$ cat src/rtl/fifo_burst_reader.sv
// Drains a show-ahead FIFO in fixed-length bursts onto a registered valid/ready stream,
// flushing a stale partial fill as a short burst after TIMEOUT idle cycles.
module fifo_burst_reader #(
    parameter int DWIDTH    = 16,
    parameter int AWIDTH    = 5,
    parameter int BURST_LEN = 8,
    parameter int TIMEOUT   = 16
) (
    input  logic              clk_i,
    input  logic              rst_i,
    input  logic [DWIDTH-1:0] fifo_q_i,
    input  logic              fifo_empty_i,
    input  logic [AWIDTH:0]   fifo_usedw_i,
    output logic              fifo_rdreq_o,
    output logic [DWIDTH-1:0] data_o,
    output logic              valid_o,
    input  logic              ready_i,
    output logic              sop_o,
    output logic              eop_o,
    output logic              busy_o,
    output logic [15:0]       burst_cnt_o
);
    localparam int TW = $clog2(TIMEOUT + 1);
    localparam logic [AWIDTH:0] BLEN    = (AWIDTH + 1)'(BURST_LEN);
    localparam logic [AWIDTH:0] REM_ONE = (AWIDTH + 1)'(1);
    localparam logic [TW-1:0]   TLAST   = TW'(TIMEOUT - 1);

    typedef enum logic {
        IDLE  = 1'b0,
        BURST = 1'b1
    } state_e;

    state_e            state_q, state_d;
    logic [AWIDTH:0]   remaining_q, remaining_d;
    logic [TW-1:0]     timer_q, timer_d;
    logic              first_q, first_d;
    logic [DWIDTH-1:0] data_q, data_d;
    logic              valid_q, valid_d;
    logic              sop_q, sop_d;
    logic              eop_q, eop_d;
    logic [15:0]       cnt_q, cnt_d;
    logic              load;
    logic              pop;

    always_ff @(posedge clk_i or posedge rst_i) begin
        if (rst_i) begin
            state_q     <= IDLE;
            remaining_q <= '0;
            timer_q     <= '0;
            first_q     <= 1'b0;
            data_q      <= '0;
            valid_q     <= 1'b0;
            sop_q       <= 1'b0;
            eop_q       <= 1'b0;
            cnt_q       <= '0;
        end else begin
            state_q     <= state_d;
            remaining_q <= remaining_d;
            timer_q     <= timer_d;
            first_q     <= first_d;
            data_q      <= data_d;
            valid_q     <= valid_d;
            sop_q       <= sop_d;
            eop_q       <= eop_d;
            cnt_q       <= cnt_d;
        end
    end

    always_comb begin
        state_d     = state_q;
        remaining_d = remaining_q;
        timer_d     = timer_q;
        first_d     = first_q;
        data_d      = data_q;
        valid_d     = valid_q;
        sop_d       = sop_q;
        eop_d       = eop_q;
        cnt_d       = cnt_q;

        // The output stage may only take a new word when it is empty or draining.
        load = !valid_q || ready_i;
        pop  = (state_q == BURST) && !fifo_empty_i && (remaining_q != '0) && load;

        if (valid_q && ready_i && eop_q)
            cnt_d = cnt_q + 16'd1;

        unique case (state_q)
            IDLE: begin
                if (fifo_usedw_i >= BLEN) begin
                    state_d     = BURST;
                    remaining_d = BLEN;
                    first_d     = 1'b1;
                    timer_d     = '0;
                end else if (timer_q == TLAST && fifo_usedw_i != '0) begin
                    state_d     = BURST;
                    remaining_d = fifo_usedw_i;
                    first_d     = 1'b1;
                    timer_d     = '0;
                end else if (fifo_usedw_i == '0) begin
                    timer_d = '0;
                end else begin
                    timer_d = timer_q + 1'b1;
                end
            end
            BURST: begin
                if (pop) begin
                    remaining_d = remaining_q - 1'b1;
                    first_d     = 1'b0;
                    if (remaining_q == REM_ONE)
                        state_d = IDLE;
                end
            end
        endcase

        if (pop) begin
            data_d  = fifo_q_i;
            valid_d = 1'b1;
            sop_d   = first_q;
            eop_d   = (remaining_q == REM_ONE);
        end else if (load) begin
            valid_d = 1'b0;
            sop_d   = 1'b0;
            eop_d   = 1'b0;
        end
    end

    assign fifo_rdreq_o = pop;
    assign data_o       = data_q;
    assign valid_o      = valid_q;
    assign sop_o        = sop_q;
    assign eop_o        = eop_q;
    assign busy_o       = (state_q == BURST);
    assign burst_cnt_o  = cnt_q;

endmodule

$ cat config.mk
export PLATFORM = sky130hd
export DESIGN_NAME = fifo_burst_reader
export DESIGN_NICKNAME = d
export VERILOG_FILES = /design/src/rtl/fifo_burst_reader.sv
export SDC_FILE = /design/constraint.sdc
export NUM_CORES = 1
export LEC_CHECK = 0
export CORE_AREA = 5 5 72 74
export DETAILED_ROUTE_END_ITERATION = 6
export DIE_AREA = 0 0 77 79
export PLACE_DENSITY = 0.8
export SLEW_MARGIN = 0
export SYNTH_ARGS = -nofsm -noshare
export SYNTH_HDL_FRONTEND = slang
export SYNTH_SLANG_ARGS = --single-unit
$ cat constraint.sdc
create_clock -name clk_i -period 4.4 [get_ports clk_i]
set_clock_uncertainty 0.05 [all_clocks]
set_input_delay 0.88 -clock clk_i [delete_from_list [all_inputs] [get_ports clk_i]]
set_output_delay 0.88 -clock clk_i [all_outputs]
set_load 0.005 [all_outputs]
==> flow_summary_export.csv <==
group,metric,value,unit
run_status,status,"finished, final reports clean",
detailed_routing,firstDrtPassIters,4,
global_route,grt_pass1_wl,7.49,mm
clock_network,cts_made_buffers,5,
timing,setup_viol,0,
synthesis,ys_ff_latch,48,
pwr,peakVddDrop,0.278,mV
cells_and_area,final_cell_area,2940,µm²
min_path,hold_path_end,"burst_cnt_o[15]",
detailed_routing,post_drt_wl_per_cell,14.3,µm
pwr,p_clk_share,17.5,%
worst_setup_path,r2r-end,"remaining_q[1]",
floorplanning,start_util,48.5,%
synthesis,netlist_area,2200,µm²
global_route,grt_pass1_vias,1577,
detailed_routing,routed_via_density,5.35,
global_route,grt_overflow,0,
clock_network,clk_latency,0.29,ns
synthesis,synth_top_cell_by_area,"dfrtp_1",
clock_network,post_cts_buffers,0,
floorplanning,die_h,79,µm
timing,hold_viol_final,0,
synthesis,avgSynthCellArea,12.2,µm²
cells_and_area,final_cell_mix,"clkdlybuf4s50_1, dfrtp_1, mux2_2, nand2_1, xnor2_1",
synthesis,ys_types,43,
detailed_routing,wirelength,4.30,mm
timing,slew_headroom,35.0,%
detailed_routing,ant_nets,0,
placed_design,gp_congestion,0.799,
cells_and_area,mostFrequentLayoutCell,"clkdlybuf4s50_1",
detailed_routing,drc_errors,0,
synthesis,synthTopCellsByArea,"dfrtp_1, mux2_2, xnor2_1",
worst_setup_path,start_kind,"input port",
synthesis,yosysSeqAreaShare,54.6,%
synthesis,synth_cells,180,
min_path,whs_path_depth,1,
timing,worst_pin_slew,0.973,ns
timing,clock.fmax,308,MHz
detailed_routing,drt-initial-drc-count,78,
worst_setup_path,worstPathRequired,3.47,ns
floorplanning,die_w,77,µm
cells_and_area,area.growth.synth_to_final,33.6,%
pwr,pwr-share-comb,34.7,%
clock_network,cts_htree_levels,2,
timing,min_period,3.25,ns
clock_network,cts_buffer_depth,2,
floorplanning,dieArea,6080,µm²
pwr,p_leak,1.29,nW
synthesis,synth_ff_type,"dfrtp_1",
cells_and_area,fill_cells,367,
synthesis,synth_top_area_share,54.6,%
synthesis,synth_nets,212,
detailed_routing,via_count,1604,
pwr,powerDensity,470,nW/µm²
pwr,netSwitchingPower,411,µW
worst_setup_path,path_class,"input port to primary output",
pwr,p_seq_share,47.8,%
synthesis,synthArstFlopShare,100,%
pwr,p_int,970,µW
synthesis,synth-edff-count,0,
flow_run,maxCapViolCount,0,
clock_network,clock_sinks,48,
floorplanning,core,4540,µm²
cells_and_area,layout-drive-gt1-share,13.8,%
worst_setup_path,crit_fanout,4,
min_path,hp-class,"register to register",
clock_network,hold_buffers,0,
pwr,switching_share,29.7,%
worst_setup_path,endpoint_kind,"primary output",
worst_setup_path,rr_startpoint,"timer_q[0]",
clock_network,clkSlewWorstSetupHoldPaths,0.08,ns
synthesis,yosysWarningCount,0,
floorplanning,pin_count,63,
worst_setup_path,arrival,2.32,ns
clock_network,cts_tree,"yes",
global_route,grt_max_degree,49,
min_path,hp-start,"burst_cnt_o[15]",
global_route,grt_use_total,15.1,%
global_route,antenna_found_initial,0,
worst_setup_path,ff2ff_path_depth,7,
timing,rsz0062_at_grt,"false",
timing,finalSetupTns,0,ns
clock_network,clockRootBuffer,"clkbuf_8",
timing,post-route-period-util,73.8,%
worst_setup_path,rrSetupSlack,2.28,ns
cells_and_area,nets,278,
cells_and_area,antenna_cells,0,
placed_design,port_buffers,62,
placed_design,placed_area,2860,µm²
floorplanning,num_rows,25,
placed_design,hpwl,3.26,mm
timing,drv_slew,0,
clock_network,cts-resized-gates,0,
synth_stat cells (all sizes together) (2+ instances only):
library cell,count
a21oi,3
or3,4
xnor2,10
nand4,2
o21ai,5
clkbuf,2
nor3,4
mux2,18
nor4,3
nor2,8
a2111oi,2
buf,2
and3,4
a211o,2
and4,2
inv,5
a22o,3
nand2,15
dfrtp,48
o22ai,2
nand3,8
a21o,2
ha,6
xor2,8
per-layer routing:
layer	up-vias	global-route usage (%)	wire length [µm]
met5	-	0	0
met4	0	6.01	65
met3	7	4.54	260
met2	40	25.7	2140
met1	787	18.0	1840
li1	770	-	-
sequential cells by signal, indices dropped and copies added (netlist names):
name         cells
burst_cnt_o     16
data_o          16
remaining_q      6
timer_q          5
busy_o           1
eop_o            1
first_q          1
sop_o            1
valid_o          1
cell type report:
type | instances | area (µm²) | area share (%)
Clock buffer | 6 | 72.6 | 2.47
Inverter | 5 | 18.8 | 0.639
Multi-Input combinational cell | 123 | 946 | 32.2
Sequential cell | 48 | 1200 | 40.9
Tap cell | 54 | 67.6 | 2.30
Clock inverter | 1 | 5.00 | 0.170
Timing Repair Buffer | 63 | 628 | 21.4
through the flow:
step | hold slack, ns | total power [mW] | utilization (%) | worst slack [ns] | instances
final | 0.426 | 1.38 | 64.8 | 1.15 | 300
after global routing | 0.462 | 1.48 | 64.8 | 1.07 | 300
after CTS | 0.432 | 1.40 | 64.8 | 1.14 | 300
after detailed placement | 0.421 | 1.16 | 63.1 | 1.15 | 293
after global placement | 0.409 | 1.14 | 63.1 | 1.18 | 293
after floorplan | 0.400 | 0.928 | - | 1.86 | 180
worst max path at each step:
stage	from	to	slack, ns
after floorplan	fifo_empty_i	fifo_rdreq_o	1.86
after global placement	ready_i	fifo_rdreq_o	1.18
after detailed placement	ready_i	fifo_rdreq_o	1.15
after CTS	ready_i	fifo_rdreq_o	1.14
after global routing	ready_i	fifo_rdreq_o	1.07
final	ready_i	fifo_rdreq_o	1.15
worst max-delay path, stage by stage:
cell	delay, ns
clkdlybuf4s50_1	0.53
nor2b_1	0.13
a211oi_4	0.23
clkdlybuf4s50_1	0.54
cell families (layout without fill, tap and decap cells):
family	count (synthesis)	count (layout)	synth area share [%]
simple gates	58	58	14.9
xor+xnor	18	18	7.17
flops	48	48	54.6
mux	19	19	9.67
buf+inv	9	75	2.39
fa+ha+maj	6	6	3.41
compound gates	22	22	7.85
power groups by stage:
stage | Combinational (mW) | Clock, mW | Sequential, mW
CTS | 0.489 | 0.252 | 0.661
finish | 0.478 | 0.242 | 0.660
floorplan | 0.280 | 0 | 0.648
detailed placement | 0.489 | 0 | 0.669
global placement | 0.477 | 0 | 0.664
global route | 0.528 | 0.270 | 0.680
No activity file was read; power rests on OpenSTA's default activity.
